### src/rtl/fifo_wr_pkg.sv
// Shared types and default sizing for the FIFO write-side adapter.
package fifo_wr_pkg;

  localparam int DEF_DATA_WIDTH = 16;
  localparam int DEF_BURST_LEN  = 8;
  localparam int DEF_CNT_WIDTH  = 32;

  typedef enum logic [1:0] {
    ST_IDLE  = 2'd0,
    ST_BURST = 2'd1,
    ST_HOLD  = 2'd2
  } wr_state_t;

  // Bits needed to hold a remaining-burst count in 0..len.
  function automatic int rem_width(input int len);
    return (len < 1) ? 1 : $clog2(len + 1);
  endfunction

endpackage

### src/rtl/wr_skid_buf.sv
// Two-entry in-order input buffer with a registered ready; the consumer pops the head.
module wr_skid_buf
  import fifo_wr_pkg::*;
#(
  parameter int DATA_WIDTH = DEF_DATA_WIDTH
) (
  input  logic                  wr_clk,
  input  logic                  wr_rst_n,
  input  logic                  s_valid,
  input  logic [DATA_WIDTH-1:0] s_data,
  output logic                  s_ready,
  input  logic                  pop,
  output logic [DATA_WIDTH-1:0] head,
  output logic [1:0]            occupancy
);

  logic [DATA_WIDTH-1:0] mem_reg [2];
  logic                  rd_ptr_reg;
  logic                  wr_ptr_reg;
  logic [1:0]            occ_reg;
  logic                  ready_reg;

  logic                  push;
  logic                  pop_ok;
  logic [1:0]            occ_next;
  logic                  ready_next;

  always_comb begin
    push       = s_valid && ready_reg;
    pop_ok     = pop && (occ_reg != 2'd0);
    occ_next   = occ_reg + {1'b0, push} - {1'b0, pop_ok};
    // Ready looks ahead at this cycle's push and pop so a steady stream never bubbles.
    ready_next = (occ_next <= 2'd1);
  end

  always_ff @(posedge wr_clk or negedge wr_rst_n) begin
    if (!wr_rst_n) begin
      for (int i = 0; i < 2; i++) begin
        mem_reg[i] <= '0;
      end
      rd_ptr_reg <= 1'b0;
      wr_ptr_reg <= 1'b0;
      occ_reg    <= 2'd0;
      ready_reg  <= 1'b0;
    end else begin
      for (int i = 0; i < 2; i++) begin
        if (push && (wr_ptr_reg == 1'(i))) begin
          mem_reg[i] <= s_data;
        end
      end
      if (push) begin
        wr_ptr_reg <= ~wr_ptr_reg;
      end
      if (pop_ok) begin
        rd_ptr_reg <= ~rd_ptr_reg;
      end
      occ_reg   <= occ_next;
      ready_reg <= ready_next;
    end
  end

  assign s_ready   = ready_reg;
  assign head      = mem_reg[rd_ptr_reg];
  assign occupancy = occ_reg;

endmodule

### src/rtl/fifo_wr_adapter.sv
// Stream-to-FIFO write adapter: buffers upstream words and writes them in bounded
// bursts, pausing on full and only starting a burst when the FIFO is not almost full.
module fifo_wr_adapter
  import fifo_wr_pkg::*;
#(
  parameter int DATA_WIDTH = DEF_DATA_WIDTH,
  parameter int BURST_LEN  = DEF_BURST_LEN,
  parameter int CNT_WIDTH  = DEF_CNT_WIDTH
) (
  input  logic                  wr_clk,
  input  logic                  wr_rst_n,
  input  logic                  s_valid,
  input  logic [DATA_WIDTH-1:0] s_data,
  output logic                  s_ready,
  input  logic                  fifo_full,
  input  logic                  fifo_almost_full,
  output logic                  wr_en,
  output logic [DATA_WIDTH-1:0] wr_data,
  output logic [CNT_WIDTH-1:0]  word_cnt,
  output logic [CNT_WIDTH-1:0]  stall_cnt
);

  localparam int REM_W = rem_width(BURST_LEN);

  wr_state_t             state_reg;
  logic [REM_W-1:0]      burst_rem_reg;
  logic [CNT_WIDTH-1:0]  word_cnt_reg;
  logic [CNT_WIDTH-1:0]  stall_cnt_reg;

  logic [1:0]            occupancy;
  logic [DATA_WIDTH-1:0] head;
  logic                  has_data;

  wr_skid_buf #(
    .DATA_WIDTH(DATA_WIDTH)
  ) u_buf (
    .wr_clk   (wr_clk),
    .wr_rst_n (wr_rst_n),
    .s_valid  (s_valid),
    .s_data   (s_data),
    .s_ready  (s_ready),
    .pop      (wr_en),
    .head     (head),
    .occupancy(occupancy)
  );

  // The write strobe depends only on registered state and fifo_full, never on the upstream side.
  assign has_data = (occupancy != 2'd0);
  assign wr_en    = (state_reg == ST_BURST) && has_data && !fifo_full;
  assign wr_data  = head;

  always_ff @(posedge wr_clk or negedge wr_rst_n) begin
    if (!wr_rst_n) begin
      state_reg     <= ST_IDLE;
      burst_rem_reg <= '0;
      word_cnt_reg  <= '0;
      stall_cnt_reg <= '0;
    end else begin
      if (wr_en) begin
        word_cnt_reg <= word_cnt_reg + CNT_WIDTH'(1);
      end
      case (state_reg)
        ST_IDLE: begin
          if (has_data && !fifo_almost_full) begin
            state_reg     <= ST_BURST;
            burst_rem_reg <= REM_W'(BURST_LEN);
          end
        end
        ST_BURST: begin
          if (!has_data) begin
            state_reg <= ST_IDLE;
          end else if (fifo_full) begin
            state_reg <= ST_HOLD;
          end else begin
            burst_rem_reg <= burst_rem_reg - REM_W'(1);
            if (burst_rem_reg == REM_W'(1)) begin
              state_reg <= ST_IDLE;
            end
          end
        end
        ST_HOLD: begin
          // Remaining burst budget is kept untouched while stalled.
          stall_cnt_reg <= stall_cnt_reg + CNT_WIDTH'(1);
          if (!fifo_full) begin
            state_reg <= ST_BURST;
          end
        end
        default: begin
          state_reg <= ST_IDLE;
        end
      endcase
    end
  end

  assign word_cnt  = word_cnt_reg;
  assign stall_cnt = stall_cnt_reg;

endmodule

### config.mk
export PLATFORM = sky130hd
export DESIGN_NAME = fifo_wr_adapter
export DESIGN_NICKNAME = d
export VERILOG_FILES = /design/src/rtl/fifo_wr_pkg.sv /design/src/rtl/wr_skid_buf.sv /design/src/rtl/fifo_wr_adapter.sv
export SDC_FILE = /design/constraint.sdc
export NUM_CORES = 1
export LEC_CHECK = 0
export ABC_AREA = 1
export CAP_MARGIN = 5
export CELL_PAD_IN_SITES_DETAIL_PLACEMENT = 2
export CELL_PAD_IN_SITES_GLOBAL_PLACEMENT = 2
export CORE_UTILIZATION = 36
export CTS_CLUSTER_DIAMETER = 40
export DETAILED_ROUTE_END_ITERATION = 10
export DONT_BUFFER_PORTS = 1
export HOLD_SLACK_MARGIN = 0.03
export PLACE_DENSITY = 0.86
export SLEW_MARGIN = 20
export SYNTH_ARGS = -nofsm -noshare
export SYNTH_HDL_FRONTEND = slang
export SYNTH_SLANG_ARGS = --single-unit
### constraint.sdc
create_clock -name wr_clk -period 2.5 [get_ports wr_clk]
set_input_delay 0.5 -clock wr_clk [delete_from_list [all_inputs] [get_ports wr_clk]]
set_output_delay 0.5 -clock wr_clk [all_outputs]
set_load 0.02 [all_outputs]
; ---- After elaboration in Yosys (flattened, before gate mapping)
; Cells that the tools add are included.
[op_classes]
add_sub_neg = 5
multipliers = 0
div = 0
magnitude_cmp = 2
n_eq_ne = 8
n_shift = 0
mux = 13
bitwise = 3
n_reduce_logical = 14
[ops]
columns = operator, count
row1 = $add 32x1->32 const B, 2
row2 = $mux 16, 3
row3 = $mux 4, 3
row4 = $mux 2, 5
row5 = $ne 2x2->1 const B, 4
row6 = $pmux 4 s2, 1
row7 = $logic_and 1x1->1, 7
row8 = $pmux 2 s3, 1
row9 = $eq 4x1->1 const B, 1
row10 = $ne 4x3->1 const B, 1
row11 = $reduce_and 4->1, 1
row12 = $reduce_bool 2->1, 2
row13 = $sub 4x1->4 const B, 1
row14 = $reduce_and 3->1, 1
row15 = $add 2x1->2, 1
row16 = $eq 2x1->1 const B, 1
row17 = $eq 2x2->1 const B, 1
row18 = $ge 2x2->1 const B, 1
row19 = $le 2x1->1 const B, 1
row20 = $logic_not 1->1, 2
row21 = $logic_not 2->1, 1
row22 = $not 1->1, 2
row23 = $not 1->2, 1
row24 = $sub 2x1->2, 1
[word_totals]
regBits = 107
latchBits = 0
mem_bits_rw = 0
mem_bits_ro = 0
in_bits = 21
output_inout_bits = 82
wordCells = 55
memories = 0

; ---- Longest topological paths before layout
; Gate-level depths: netlist (run 1).
[logic_depth]
ltp_word = 6
ltp_mapped = 10
ltp_nobuf = 10

; ---- Hierarchy
; Synthesis (run 1) repeated with hierarchy kept, for this count alone.
[unflattened]
cells_unflattened = 707
hier_area_um2 = 5615.4
[by_module_without_submodules]
columns = module, n_inst, cells_each, area_each_um2
row1 = fifo_wr_adapter, 1, 504, 3901.2
row2 = wr_skid_buf, 1, 203, 1714.1

; ---- Least setup slack after synthesis (run 1)
; Ideal clock, no wire load.
[synth_timing]
kind = reg-to-reg
from = register u_buf.occ_reg[1], in the netlist u_buf.occupancy[1]
to = register u_buf.ready_reg, in the netlist u_buf.s_ready
setup_ns = 0.121
t_arrival_ns = 1.629
required_ns = 2.379
path_slack_ns = 0.750
path_stages_with_launch = 11
period_less_slack_ns = 1.750
path_cell_list = dfrtp_1 inv_1 nand2_1 nand3_4 buf_2 inv_1 ha_1 inv_1 ha_1 xnor2_1 inv_1
[synth_via]
elab_chain_len = 6
[synth_rtl]
columns = item, line_no
row1 = "start, declared", wr_skid_buf.sv:20  ; logic [1:0] occ_reg;
row2 = "start signal, assigned", wr_skid_buf.sv:57  ; occ_reg <= occ_next;
row3 = $reduce_bool 2->1 *, "wr_skid_buf.sv:30, fifo_wr_adapter.sv:48"
row4 = $logic_and 1x1->1 (2 in series), fifo_wr_adapter.sv:49  ; assign wr_en = (state_reg == ST_BURST) && has_data && !fifo_full;
row5 = $logic_and 1x1->1 *, wr_skid_buf.sv:30  ; pop_ok = pop && (occ_reg != 2'd0);
row6 = named net u_buf.pop_ok, wr_skid_buf.sv:24  ; logic pop_ok;
row7 = $sub 2x1->2 *, wr_skid_buf.sv:31  ; occ_next = occ_reg + {1'b0, push} - {1'b0, pop_ok};
row8 = named net u_buf.occ_next[1], wr_skid_buf.sv:25  ; logic [1:0] occ_next;
row9 = $le 2x1->1 *, wr_skid_buf.sv:33  ; ready_next = (occ_next <= 2'd1);
row10 = named net u_buf.ready_next, wr_skid_buf.sv:26  ; logic ready_next;
row11 = "end signal, assigned", wr_skid_buf.sv:58  ; ready_reg <= ready_next;
row12 = "end, declared", wr_skid_buf.sv:21  ; logic ready_reg;
; The timed path passes the listed nets; every way through them passes the cells marked *.
; A chain may end at the register's enable or synchronous reset.

; ---- Final worst setup path (run 1)
[layout_timing]
from = register state_reg[1]
to = output port wr_en
[layout_via]
elab_chain_len = 3
[layout_rtl]
columns = item, line_no
row1 = "start, declared", fifo_wr_adapter.sv:25  ; wr_state_t state_reg;
row2 = "start signal, assigned", fifo_wr_adapter.sv:54  ; state_reg <= ST_IDLE;
row3 = "start signal, assigned", fifo_wr_adapter.sv:65  ; state_reg <= ST_BURST;
row4 = "start signal, assigned", fifo_wr_adapter.sv:71  ; state_reg <= ST_IDLE;
row5 = $eq 2x1->1, fifo_wr_adapter.sv:49
row6 = $logic_and 1x1->1 (2 in series), fifo_wr_adapter.sv:49
row7 = "end, declared", fifo_wr_adapter.sv:17  ; output logic wr_en,
; Every way passes these cells.

==> flow_summary.yaml, run 1 <==
global_routing:
  grt_usage_pct: 21.6
  grt_pass1_vias: 4975
  gr-total-overflow: 0
  antenna_found_initial: 0
  grt_pass1_wl_um: 25400
  grt_max_degree: 108
timing:
  fin_crit_sh_pct: 84.6
  rsz0062_at_grt: "false"
  fin_crit_ns: 2.11
  holdWs_ns: -0.165
  slew_headroom_pct: 58.6
  setup_viol: 0
  slew_violations: 0
  tns_ns: 0
  hold_viol_final: 107
  tightest_slew_ns: 0.621
  finClkSkew_ns: 0.00610
  max_freq_ghz: 0.473
placement:
  hpwl_um: 11500
  portBuffers: 0
  place_congestion: 0.812
layout:
  final_cell_mix: "nand2_1, dfrtp_1, inv_1, nor2_1, nand3_1"
  diodes: 0
  nFillCells: 1705
  synthToLayoutAreaGrowth_pct: 9.99
  drive_gt1_share_pct: 3.92
  final_common_cell: "nand2_1"
  nets: 710
drt:
  post-route-drc-count: 0
  first_pass_iters: 4
  dr_total_vias: 4472
  detail-route-antenna-nets: 0
  wl_um: 15700
  detail_route.iter0.violations: 204
  routedWlPerCell_um: 18.0
  via_per_inst: 5.13
yosys:
  syn_nets: 708
  synthCells: 681
  ys_types: 27
  ys_top_cells_by_area: "dfrtp_1, nand2_1, inv_1, xnor2_1, nor2_1"
  synth.cell_area_sq_um: 5360
  yosysSeqAreaShare_pct: 50.0
  synth_top_area_share_pct: 50.0
  yosys_warnings: 0
  syn_area_per_cell_sq_um: 7.87
  synth.ff_latch_count: 107
  synth.largest_area_cell: "dfrtp_1"
  synth_edf_count: 0
  ys_async_sr_fraction_pct: 100
  synth-main-ff-cell: "dfrtp_1"
power_and_ir_drop:
  ir_drop_v: 0.000469
  p_total_w: 0.00568
  power_leakage_nw: 2.90
  p_int_w: 0.00348
  p_seq_share_pct: 44.6
  pwr-share-comb_pct: 26.8
  swShare_pct: 38.8
  p_per_area_nw_per_um2: 964
  clkPwrFrac_pct: 28.6
  p_switching_w: 0.00220
cts:
  htreeDepth: 3
  cts-buffers-inserted: 9
  root_buffer: "clkbuf_16"
  insertion_delay_ns: 0.36
  cts_tree: "built"
  cts_resized: 0
  clockBufferDepth: 2
  clk_pin_slew_worst_paths_ns: 0.07
  cts_setup_buffers: 0
  cts_num_sinks: 107
setup_path:
  r2r-end: "stall_cnt[14]"
  ff2ff_path_depth: 7
  cp-start-kind: "flop"
  reg2reg_from: "stall_cnt[1]"
  critPathMaxFanout: 16
  rrSetupSlack_ns: 0.58
  cp.required_ns: 2.00
  worstSetupPathType: "reg2out"
  arrival_ns: 1.61
  crit_path_end_kind: "output pin"
die:
  die_y_um: 124
  io_pins: 103
  fp.dieW_um: 124
  die_area_sq_um: 15400
  design.core.area_sq_um: 14500
  std_cell_rows: 44
  start_util_pct: 36.9
status:
  violations: "hold timing"
  status: "finished with violations"
flow_run:
  cap_violations: 0
worst_hold_path:
  hp-class: "in2async"
-- kinds of logic (layout without fill, tap and decap cells) --
family,Yosys count,count (layout),synth area share (%)
simple gates,371,371,29.0
fa+ha+maj,6,6,1.40
compound gates,44,44,4.27
buf+inv,103,110,7.24
flops,107,107,50.0
xor+xnor,50,50,8.17
-- per-layer routing --
layer | up-vias | global-route usage [%] | share of wire (%)
met5 | - | 0 | 0
met2 | 77 | 39.3 | 52
met1 | 2273 | 24.9 | 41
met4 | 0 | 5.73 | 1.5
met3 | 17 | 5.82 | 5.2
li1 | 2105 | - | -
-- metrics by stage --
| stage | setup WS, ns | area (sq um) | std cells | hold slack (ns) | utilization, % |
|---|---|---|---|---|---|
| 4_1_cts | 0.350 | 5900 | 872 | -0.190 | 40.6 |
| 6_report | 0.385 | 5900 | 872 | -0.165 | 40.6 |
| 5_1_grt | 0.252 | 5900 | 872 | -0.188 | 40.6 |
| 3_3_place_gp | 0.679 | 5560 | 856 | 0.208 | 38.3 |
| 3_5_place_dp | 0.598 | 5560 | 856 | 0.208 | 38.3 |
| 2_1_floorplan | 0.750 | 5360 | 681 | 0.204 | - |
-- power groups by stage --
stage / sequential [W] / combinational [W] / clock, W
after floorplan: 0.00247 / 0.00119 / 0
after global placement: 0.00252 / 0.00141 / 0
after detailed placement: 0.00257 / 0.00155 / 0
after CTS: 0.00254 / 0.00157 / 0.00168
after global routing: 0.00260 / 0.00176 / 0.00173
final: 0.00253 / 0.00152 / 0.00162
-- how the worst max path moves through the flow --
stage                       startpoint       endpoint  slack [ns]  cells after the start
floorplan           u_buf.occupancy[1]  u_buf.s_ready        0.75                     10
global placement          word_cnt[11]   word_cnt[20]        0.68                      7
detailed placement  u_buf.occupancy[0]  u_buf.s_ready        0.60                      9
CTS                   u_buf.rd_ptr_reg     wr_data[3]        0.35                      3
global route          u_buf.rd_ptr_reg     wr_data[3]        0.25                      3
finish                    state_reg[1]          wr_en        0.39                      3
-- synth_stat cells, types with 2 or more instances --
| library cell | count |
|---|---|
| a21oi_1 | 2 |
| clkbuf_1 | 10 |
| dfrtp_1 | 107 |
| ha_1 | 6 |
| inv_1 | 90 |
| nand2_1 | 221 |
| nand3_1 | 42 |
| nand3b_1 | 3 |
| nand4_1 | 17 |
| nor2_1 | 71 |
| nor2_2 | 4 |
| nor3_1 | 6 |
| nor3b_1 | 2 |
| o21ai_0 | 38 |
| o21bai_1 | 2 |
| xnor2_1 | 32 |
| xor2_1 | 18 |
-- area by class of cell --
cell class / instances / area (sq um) / share of cell area [%]
flip-flops and latches: 107 / 2680 / 45.4
multi-input cells: 471 / 2290 / 38.9
inverters: 92 / 345 / 5.86
clock buffers: 10 / 239 / 4.05
well taps: 184 / 230 / 3.90
clock inverters: 6 / 93.8 / 1.59
repair buffers: 2 / 15.0 / 0.255
-- worst max-delay path, cell delays in order, from the launching register on --
cell and delay [ns]:
dfrtp_1 0.46, nor2_4 0.22, nand3_4 0.26, inv_2 0.30
(Power assumes the default switching activity.)
==> inputs of run 2 (changes only) <==
--- a/config.mk
+++ b/config.mk
@@ -9,12 +9,12 @@
 export CAP_MARGIN = 5
 export CELL_PAD_IN_SITES_DETAIL_PLACEMENT = 2
 export CELL_PAD_IN_SITES_GLOBAL_PLACEMENT = 2
-export CORE_UTILIZATION = 36
+export CORE_UTILIZATION = 33
 export CTS_CLUSTER_DIAMETER = 40
 export DETAILED_ROUTE_END_ITERATION = 10
 export DONT_BUFFER_PORTS = 1
 export HOLD_SLACK_MARGIN = 0.03
-export PLACE_DENSITY = 0.86
+export PLACE_DENSITY = 0.83
 export SLEW_MARGIN = 20
 export SYNTH_ARGS = -nofsm -noshare
 export SYNTH_HDL_FRONTEND = slang
==> constraint.sdc (replaced) <==
create_clock -name wr_clk -period 1.8 [get_ports wr_clk]
set_input_delay 0.36 -clock wr_clk [delete_from_list [all_inputs] [get_ports wr_clk]]
set_output_delay 0.36 -clock wr_clk [all_outputs]
set_load 0.02 [all_outputs]
==> flow_summary.yaml, run 2 (synthesized netlist as in run 1, its figures left out) <==
global_routing:
  gr-total-overflow: 0
  grt_pass1_vias: 5299
  grt_usage_pct: 22.2
  antenna_found_initial: 0
  grt_max_degree: 108
  grt_pass1_wl_um: 28300
setup_path:
  arrival_ns: 2.02
  crit_buf_inv: 1
  slowest_delay_ns: 0.43
  cp-start-kind: "flop"
  worstSetupPathType: "reg2reg"
  rrSetupSlack_ns: 0.06
  path_delay_family: "simple AND/OR/NAND/NOR gates"
  critical_path.cell_chain: "buf_4 > nand3_1 > nor2_1 > nand3_1 > nor2_1 > xor2_1"
  cp.required_ns: 2.08
  critPathMaxFanout: 4
  crit_slowest_cell: "dfrtp_1"
  crit_path_end_kind: "flop"
drt:
  via_per_inst: 4.94
  routedWlPerCell_um: 18.3
  detail-route-antenna-nets: 0
  post-route-drc-count: 0
  wl_um: 17600
  dr_total_vias: 4754
  first_pass_iters: 6
  detail_route.iter0.violations: 176
timing:
  tns_ns: 0
  max_freq_ghz: 0.576
  rsz0062_at_grt: "true"
  finClkSkew_ns: 0.0127
  holdWs_ns: -0.307
  slew_headroom_pct: 59.3
  setup_viol: 0
  tightest_slew_ns: 0.611
  fin_crit_sh_pct: 96.5
  slew_violations: 0
  fin_crit_ns: 1.74
  hold_viol_final: 107
layout:
  utilization_pct: 40.2
  final_cell_mix: "nand2_1, dfrtp_1, inv_1, nor2_1, buf_4"
  drive_gt1_share_pct: 12.7
  nFillCells: 1852
  synthToLayoutAreaGrowth_pct: 19.3
  final_common_cell: "nand2_1"
  area.sequential_sq_um: 2680
  finalNonFillerCells: 962
  multi_input_area_sq_um: 2350
  nets: 769
  diodes: 0
placement:
  place_congestion: 0.811
  portBuffers: 0
  hpwl_um: 12900
  dp.cells: 942
power_and_ir_drop:
  p_switching_w: 0.00320
  clkPwrFrac_pct: 23.6
  swShare_pct: 39.5
  ir_drop_v: 0.000555
  p_per_area_nw_per_um2: 1260
  p_seq_share_pct: 41.5
  pwr-share-comb_pct: 34.9
  p_int_w: 0.00489
  power_leakage_nw: 3.18
die:
  std_cell_rows: 46
  fp.dieW_um: 129
  die_area_sq_um: 16800
  die_y_um: 129
  design.core.area_sq_um: 15900
  io_pins: 103
  start_util_pct: 33.7
status:
  status: "finished with violations"
  violations: "hold timing"
worst_hold_path:
  hp-class: "in2async"
cts:
  clk_pin_slew_worst_paths_ns: 0.08
  htreeDepth: 3
  insertion_delay_ns: 0.36
  cts_tree: "built"
  root_buffer: "clkbuf_16"
  cts_num_sinks: 107
  cts-buffers-inserted: 9
  clockBufferDepth: 2
flow_run:
  cap_violations: 0
-- run 2: layout make-up --
type	instances	share of cell area [%]
Clock inverter	4	0.431
Clock buffer	11	3.80
Multi-Input combinational cell	471	36.7
Timing Repair Buffer	61	7.42
Sequential cell	107	41.9
Inverter	92	5.52
Tap cell	216	4.23
-- run 2: path summary, 6_finish.rpt --
check	to	startpoint	cells past startpoint
min reg2reg	u_buf.mem_reg[11]	u_buf.mem_reg[11]	2
min	word_cnt[0]	wr_rst_n	0
max reg2reg	stall_cnt[11]	stall_cnt[1]	6
max in group asynchronous	state_reg[1]	wr_rst_n	0
max	stall_cnt[11]	stall_cnt[1]	6
min in group wr_clk	u_buf.mem_reg[27]	s_data[11]	2
-- run 2: per-stage QoR --
| step | power [W] | hold WS (ns) | setup WS (ns) | area [sq um] |
|---|---|---|---|---|
| after floorplan | 0.00509 | 0.0644 | 0.0498 | 5360 |
| after global placement | 0.00578 | 0.0706 | 0.164 | 6010 |
| after detailed placement | 0.00605 | 0.0692 | 0.0549 | 6010 |
| after CTS | 0.00806 | -0.327 | 0.0142 | 6300 |
| after global routing | 0.00863 | -0.329 | -0.0368 | 6390 |
| final | 0.00809 | -0.307 | 0.0634 | 6390 |
-- run 2: timing repair --
item | in CTS | in global routing
setup endpoints to repair | 1 | 25
pin swaps | 1 | 2
setup buffers | 1 | 4
gates resized for setup | 6 | 17
hold endpoints to repair | 107 | 107
-- run 2: metal layers --
metal | GRT usage [%] | share of wire [%]
met1 | 25.3 | 40
met3 | 4.83 | 3.8
met2 | 41.2 | 54
met4 | 6.63 | 1.8
met5 | 0 | 0
-- run 2: power by group through the flow --
stage	Clock [W]	Combinational [W]	Sequential (W)
6_report	0.00191	0.00282	0.00336
5_1_grt	0.00207	0.00314	0.00343
4_1_cts	0.00196	0.00273	0.00336
3_5_place_dp	0	0.00265	0.00340
3_3_place_gp	0	0.00245	0.00333
2_1_floorplan	0	0.00166	0.00343
